<file path="src/rtl/door_ctrl.sv">
// door_ctrl: elevator car-door sequencer.
//   Drives the door motor open and closed, holds the door open by running an
//   external hold timer (delay_enable / delay_done), reopens on an obstruction
//   or the open button, switches to nudge mode after repeated reopens, and
//   latches a fault on a motion timeout or on contradictory limit switches.
//   The car may move only while door_closed=1.
// Ports:
//   clk_50M       in   system clock
//   rst_n         in   synchronous active-low reset
//   arrive        in   1-cycle pulse, car stopped level at a floor
//   car_stopped   in   car stationary (gates open_btn while CLOSED)
//   open_btn      in   door-open button (synchronised level)
//   close_btn     in   door-close button (synchronised level)
//   obstruct      in   light-curtain obstruction (synchronised level)
//   open_limit    in   door fully-open limit switch
//   close_limit   in   door fully-closed limit switch
//   delay_done    in   hold timer expired
//   delay_enable  out  run hold timer (low resets it)
//   motor_open    out  drive door open
//   motor_close   out  drive door closed
//   door_closed   out  door closed and locked
//   nudge         out  slow close + buzzer, obstruction ignored
//   fault         out  latched door fault
module door_ctrl #(
  parameter int MOVE_TIMEOUT = 100_000_000,
  parameter int CNT_W        = 28,
  parameter int MAX_REOPEN   = 3
) (
  input  logic clk_50M,
  input  logic rst_n,
  input  logic arrive,
  input  logic car_stopped,
  input  logic open_btn,
  input  logic close_btn,
  input  logic obstruct,
  input  logic open_limit,
  input  logic close_limit,
  input  logic delay_done,
  output logic delay_enable,
  output logic motor_open,
  output logic motor_close,
  output logic door_closed,
  output logic nudge,
  output logic fault
);

  localparam int RW = $clog2(MAX_REOPEN + 1);
  localparam logic [CNT_W-1:0] TIMEOUT_LAST = CNT_W'(MOVE_TIMEOUT - 1);
  localparam logic [RW-1:0]    REOPEN_MAX   = RW'(MAX_REOPEN);

  typedef enum logic [2:0] {
    CLOSED, OPENING, HOLD_RST, HOLD, CLOSING, FAULT
  } state_t;

  state_t           state, state_nxt;
  logic [CNT_W-1:0] move_cnt, move_cnt_nxt;
  logic [RW-1:0]    reopen_cnt, reopen_cnt_nxt;
  logic             timed_out, reopen_sat, moving, nudge_nxt;

  always_comb begin
    state_nxt      = state;
    reopen_cnt_nxt = reopen_cnt;
    timed_out      = (move_cnt == TIMEOUT_LAST);
    reopen_sat     = (reopen_cnt == REOPEN_MAX);
    moving         = (state == OPENING) || (state == CLOSING);

    // Both limits at once means a broken switch: trust nothing, stop.
    if (state != FAULT && open_limit && close_limit) begin
      state_nxt = FAULT;
    end else begin
      unique case (state)
        CLOSED:   if (arrive || (open_btn && car_stopped)) state_nxt = OPENING;
        OPENING: begin
          if (open_limit)     state_nxt = HOLD_RST;
          else if (timed_out) state_nxt = FAULT;
        end
        // One cycle with enable low so the timer restarts and drops a stale done.
        HOLD_RST: state_nxt = HOLD;
        HOLD: begin
          if (open_btn || obstruct)      state_nxt = HOLD_RST;
          else if (close_btn)            state_nxt = CLOSING;
          else if (delay_done)           state_nxt = CLOSING;
        end
        CLOSING: begin
          if (close_limit) begin
            state_nxt      = CLOSED;
            reopen_cnt_nxt = '0;
          end else if (timed_out) begin
            state_nxt = FAULT;
          end else if (open_btn) begin
            state_nxt = OPENING;
          end else if (obstruct && !reopen_sat) begin
            // Once saturated we are in nudge mode and the curtain is ignored.
            state_nxt      = OPENING;
            reopen_cnt_nxt = reopen_cnt + RW'(1);
          end
        end
        FAULT:    state_nxt = FAULT;
        default:  state_nxt = FAULT;
      endcase
    end

    if (state_nxt != state) move_cnt_nxt = '0;
    else if (moving)        move_cnt_nxt = move_cnt + CNT_W'(1);
    else                    move_cnt_nxt = move_cnt;

    nudge_nxt = (reopen_cnt_nxt == REOPEN_MAX) &&
                (state_nxt == HOLD_RST || state_nxt == HOLD || state_nxt == CLOSING);
  end

  // Outputs are registered from the next state so they change on the same
  // edge that samples their cause.
  always_ff @(posedge clk_50M) begin
    if (!rst_n) begin
      state        <= CLOSED;
      move_cnt     <= '0;
      reopen_cnt   <= '0;
      delay_enable <= 1'b0;
      motor_open   <= 1'b0;
      motor_close  <= 1'b0;
      door_closed  <= 1'b1;
      nudge        <= 1'b0;
      fault        <= 1'b0;
    end else begin
      state        <= state_nxt;
      move_cnt     <= move_cnt_nxt;
      reopen_cnt   <= reopen_cnt_nxt;
      delay_enable <= (state_nxt == HOLD);
      motor_open   <= (state_nxt == OPENING);
      motor_close  <= (state_nxt == CLOSING);
      door_closed  <= (state_nxt == CLOSED);
      nudge        <= nudge_nxt;
      fault        <= (state_nxt == FAULT);
    end
  end

endmodule

</file>
<file path="config.mk">
export PLATFORM = sky130hd
export DESIGN_NAME = door_ctrl
export DESIGN_NICKNAME = d
export VERILOG_FILES = /design/src/rtl/door_ctrl.sv
export SDC_FILE = /design/constraint.sdc
export NUM_CORES = 1
export LEC_CHECK = 0
export BUFFER_PORTS_ARGS = -buffer_cell sky130_fd_sc_hd__clkbuf_2
export CAP_MARGIN = 20
export CORE_MARGIN = 4
export CORE_UTILIZATION = 45
export DETAILED_ROUTE_END_ITERATION = 6
export HOLD_SLACK_MARGIN = 0.03
export PLACE_DENSITY = 0.66
export SYNTH_ARGS = -nofsm -noshare
export SYNTH_HDL_FRONTEND = slang
export SYNTH_SLANG_ARGS = --single-unit
</file>
<file path="constraint.sdc">
create_clock -name clk_50M -period 5.8 [get_ports clk_50M]
set_input_delay 0.29 -clock clk_50M [delete_from_list [all_inputs] [get_ports clk_50M]]
set_output_delay 0.29 -clock clk_50M [all_outputs]
set_load 0.05 [all_outputs]
</file>
**Word level (Yosys, flattened, before mapping)**

Index checks and enable logic that the tools add are counted.

- Add/subtract/negate cells: 2
- Equality and inequality tests: 14
- Mux-type cells: 18
- Bitwise operators: 1
- Reduce and logical (&&, ||, !) cells: 14

Operators by type and width:

| kind | count |
|---|---|
| 2-to-1 mux 3 bit | 11 |
| adder 28 x 1 -> 28 bit, second input constant | 1 |
| equality test 28 x 27 -> 1 bit, second input constant | 1 |
| one-hot mux 3 bit (5 select lines) | 1 |
| equality test 3 x 2 -> 1 bit, second input constant | 4 |
| 2-to-1 mux 2 bit | 6 |
| equality test 3 bit, second input constant | 3 |
| equality test 3 x 1 -> 1 bit, second input constant | 2 |
| zero test 3 bit | 2 |
| logical AND 1 bit | 5 |
| logical OR 1 bit | 5 |
| equality test 2 bit, second input constant | 2 |
| != test 3 bit | 1 |
| != test 3 bit, second input constant | 1 |
| adder 2 x 1 -> 2 bit, second input constant | 1 |
| OR reduction 2 bit | 1 |
| zero test 1 bit | 1 |
| inverter 1 bit | 1 |

- Register bits after elaboration: 39
- Input bits: 10
- Output and inout port bits: 6
- Logic and storage cells: 58

**Depth between registers and ports, before layout**

- Depth in word-level cells: 13
- Gate-level depth with buffers: 8
- Mapped depth without buffers: 7

**Least setup slack after synthesis**

Ideal clock, no wire load.

- Path kind: flip-flop to flip-flop
- Start point: reg move_cnt[0]
- End point: reg move_cnt[10]
- Library setup time: 73 ps
- Data arrival time: 1862 ps
- Data required time: 5727 ps
- Setup slack: 3865 ps
- Stages on the path, launching flop included: 9
- Path buffers: 1
- Period minus slack after synthesis: 1935 ps
- Path through: dfxtp_1 ha_1 and3_1 nand4_2 nor4_4 nor4_1 o2111ai_4 buf_6 nor3_2

- Longest elaborated chain between the ends: 7

RTL lines:

| item | RTL line | source |
|---|---|---|
| from (decl) | 56 | `logic [CNT_W-1:0] move_cnt, move_cnt_nxt;` |
| from (signal assigned) | 126 | `move_cnt <= move_cnt_nxt;` |
| equality test 28 x 27 -> 1 bit | 63 | `timed_out = (move_cnt == TIMEOUT_LAST);` |
| 2-to-1 mux 3 bit, on equally long branches | 88, 75 |  |
| 2-to-1 mux 3 bit, on equally long branches | 85, 74 |  |
| one-hot mux 3 bit (5 select lines) | 71 | `unique case (state)` |
| 2-to-1 mux 3 bit | 68 | `if (state != FAULT && open_limit && close_limit) begin` |
| != test 3 bit | 103 | `if (state_nxt != state) move_cnt_nxt = '0;` |
| OR reduction 2 bit (no line) | - |  |

Several ways; a longest one is shown, not always the timed one.
A chain may end at the register's enable or synchronous reset.

**Worst setup path in the final report**

- Start point: reg state[0]
- End point: reg move_cnt[7]

- Longest elaborated chain between the ends: 8

RTL lines:

| item | RTL line | source |
|---|---|---|
| from (decl) | 55 | `state_t state, state_nxt;` |
| from (signal assigned) | 125 | `state <= state_nxt;` |
| 2-to-1 mux 3 bit | 92 | `end else if (obstruct && !reopen_sat) begin` |
| 2-to-1 mux 3 bit | 90 | `end else if (open_btn) begin` |
| 2-to-1 mux 3 bit | 88 | `end else if (timed_out) begin` |
| 2-to-1 mux 3 bit | 85 | `if (close_limit) begin` |
| one-hot mux 3 bit (5 select lines) | 71 |  |
| 2-to-1 mux 3 bit | 68 |  |
| != test 3 bit | 103 |  |
| OR reduction 2 bit (no line) | - |  |

Several ways; a longest one is shown, not always the timed one.

==> reports/summary.txt <==
Vias: 1618
Unrepaired setup endpoints after global routing: false
Largest net degree at the start of global routing: 29
Routed Antenna Nets: 0
Starting DRC count in detailed routing: 55
Min Hold Slack: 0.296 ns
Worst Max-Slew Pin Slew: 1.06 ns
Clock sink count: 39
TritonCTS clock tree: built
Clock transition at path regs: 0.08 ns
Layout cell share with drive strength beyond 1: 23.2%
Placed cell count: 299
Share of the synthesized area in the top cell type: 35.6%
N_diodes: 0
Design area: 2370 sq um
Routed len/inst: 13.0 um
CP max stage cell: o2111ai_4
Synth Instances: 229
Min-Delay Path Class: in2reg
Ports: 16
DPL Wire Length: 2790 um
Clk pwr share: 32.0%
Seq. cell area: 781 sq um
Vias in the first global route: 1498
Switching share of total power: 30.3%
GPL Wtd Cong: 0.867
Layout Skew: 0.00843 ns
Internal: 391 uW
Root Buffer Master: clkbuf_8
Logic gate share of total power: 18.0%
Switching power: 170 uW
Ys Warns: 0
Die ar.: 6060 sq um
All-layer global routing usage: 14.1%
FF-to-FF setup slack: 3.17 ns
Die Span Y: 77.9 um
Filler cell count in the final layout: 449
Pwr/cell area: 237 nW/um^2
Ys async rst share: 0%
Worst IR Drop VDD: 0.000172 V
Hold Vio Cnt, Final: 0
Required time of the critical path: 5.93 ns
Final Max Tran Viols: 0
DR vias/cell: 5.25
Peak Freq: 0.381 GHz
Area of the multi-input gates: 1300 sq um
Pre-Repair DR Iteration Count: 6
Final Non-Filler Cells: 308
Synthesized area per cell: 9.59 sq um
Drt total wl: 3990 um
Netlist Area Pre-Place: 2200 sq um
NumNets Final: 252
Synth unique cells: 48
Crit path kind: reg2reg
CP arrival: 2.76 ns
Status: complete, no violations
Delay-heaviest family, CP: simple AND/OR/NAND/NOR gates
Syn Nets: 241
Critical path capture point type: flip-flop
Setup Fix Bufs, Post-CTS: 0
Clk buf depth: 2
Seq/Total Area, Yosys: 35.6%
Crit path time final: 2.63 ns
Synth Register Bits: 39
Crit-path max cell delay: 0.88 ns
Setup violators final: 0
Area after DPL: 2260 sq um
Post-route DRC: 0
Core Footprint: 4720 sq um
Tot Pwr: 562 uW
Leak Pwr: 0.000776 uW
Flop pwr share: 50.1%
Initial antenna violation count: 0
Top post-synthesis cells by area: dfxtp_1, nor3_2, xnor2_1, xor2_1, buf_6
Global-route wire length before repair: 6960 um
Synth area leader: dfxtp_1
Max-cap viol count: 0
TNS Setup: 0 ns
Starting density of the core: 46.5%
EDFF count, synth: 0
Worst path cell trace: nor3b_1 > nor2b_1 > and2_1 > nor4_1 > o2111ai_4 > nor3_1
Startpoint types: flip-flop
CP bufs+invs: 0
Relative slew slack: 29.1%
Crit path max fanout: 28
Period utilization: 45.3%
H-tree level count: 2
PortBufs: 15
Synth-to-layout area growth: 7.92%
Site row count: 25
Horiz. Die Dim: 77.9 um
Ys flop type: dfxtp_1
Post_cts resized: 0
Total congestion overflow: 0
Clk_lat worst skew: 0.29 ns
CTS Buf Count: 5
CTS hold repair buffers: 0
[routing by layer]
metal / routed length, um / GRT usage [%] / vias up
met3: 113 / 3.48 / 6
li1: - / - / 838
met5: 0 / 0 / -
met1: 2020 / 19.3 / 753
met4: 51 / 4.80 / 0
met2: 1810 / 21.5 / 21
[synth_stat cells, types with 2 or more instances]
library cell / number
and4_1: 5
dfxtp_1: 39
o21ai_0: 4
nor3_2: 20
nor3_1: 13
nand3_1: 12
buf_2: 3
mux2i_1: 2
nor4_1: 2
clkbuf_1: 2
nand2b_1: 4
nor4b_2: 2
nor2_1: 16
xor2_1: 14
and3_1: 6
inv_1: 4
ha_1: 2
nand4_1: 5
buf_6: 6
nand2_1: 13
and2_1: 6
xnor2_1: 14
o31a_1: 2
o31ai_1: 2
a21oi_1: 4
nor2b_1: 4
nand4b_1: 2
[path summary, 6_finish.rpt]
check / start / to / cells past startpoint
max: state[0] / move_cnt[7] / 6
max reg2reg: state[0] / move_cnt[7] / 6
min reg2reg: reopen_cnt[0] / reopen_cnt[0] / 2
min: rst_n / door_closed / 2
[worst register-to-register path: stages (launching register included)]
cell       delay [ns]
dfxtp_1          0.64
nor3b_1          0.30
nor2b_1          0.22
and2_1           0.20
nor4_1           0.09
o2111ai_4        0.88
nor3_1           0.13
[power by group through the flow]
stage / Combinational, uW / Clock [uW] / Sequential [uW]
after global routing: 109 / 200 / 282
after floorplan: 77.0 / 0 / 292
after detailed placement: 89.5 / 0 / 287
after CTS: 90.1 / 185 / 281
final: 101 / 180 / 281
after global placement: 88.9 / 0 / 287
[layout by cell type (no fill, tap or decap), types with 2 or more instances in the layout]
| cell | netlist | layout |
|---|---|---|
| a21oi_1 | 4 | 4 |
| and2_1 | 6 | 6 |
| and3_1 | 6 | 6 |
| and4_1 | 5 | 5 |
| clkbuf_2 | 0 | 15 |
| clkbuf_8 | 0 | 5 |
| dfxtp_1 | 39 | 39 |
| ha_1 | 2 | 2 |
| inv_1 | 4 | 4 |
| mux2i_1 | 2 | 2 |
| nand2_1 | 13 | 13 |
| nand2b_1 | 4 | 4 |
| nand3_1 | 12 | 12 |
| nand4_1 | 5 | 5 |
| nand4b_1 | 2 | 2 |
| nor2_1 | 16 | 16 |
| nor2b_1 | 4 | 4 |
| nor3_1 | 13 | 13 |
| nor3_2 | 20 | 20 |
| nor4_1 | 2 | 2 |
| nor4b_2 | 2 | 2 |
| o21ai_0 | 4 | 4 |
| o31a_1 | 2 | 2 |
| o31ai_1 | 2 | 2 |
| xnor2_1 | 14 | 14 |
| xor2_1 | 14 | 14 |
[area by class of cell]
| type | count | share of cell area, % |
|---|---|---|
| Sequential cell | 39 | 32.9 |
| Clock inverter | 2 | 0.528 |
| Clock buffer | 6 | 3.06 |
| Timing Repair Buffer | 16 | 4.33 |
| Inverter | 4 | 0.634 |
| Tap cell | 67 | 3.54 |
| Multi-Input combinational cell | 174 | 55.0 |
[registers in the layout (all words and copies together), names as in the netlist]
name / cells
move_cnt: 28
state: 3
reopen_cnt: 2
delay_enable: 1
door_closed: 1
fault: 1
motor_close: 1
motor_open: 1
nudge: 1
[through the flow]
| step | util [%] | worst slack [ns] |
|---|---|---|
| final | 50.2 | 3.17 |
| after global routing | 50.2 | 3.00 |
| after CTS | 49.6 | 3.08 |
| after detailed placement | 47.8 | 3.10 |
| after global placement | 47.8 | 3.16 |
| after floorplan | - | 3.87 |
[cells by family (layout without fill, tap and decap cells)]
logic type / count (synthesis) / in the layout / synth area share (%)
adder cells (fa/ha/maj): 2 / 2 / 1.14
XOR/XNOR: 28 / 28 / 11.2
flip-flops: 39 / 39 / 35.6
buffers and inverters: 16 / 28 / 5.13
multiplexers: 3 / 3 / 1.94
AO/OA/AOI/OAI: 20 / 20 / 7.07
AND/OR/NAND/NOR: 121 / 121 / 38.0
Power figures use the tool's default switching activity.
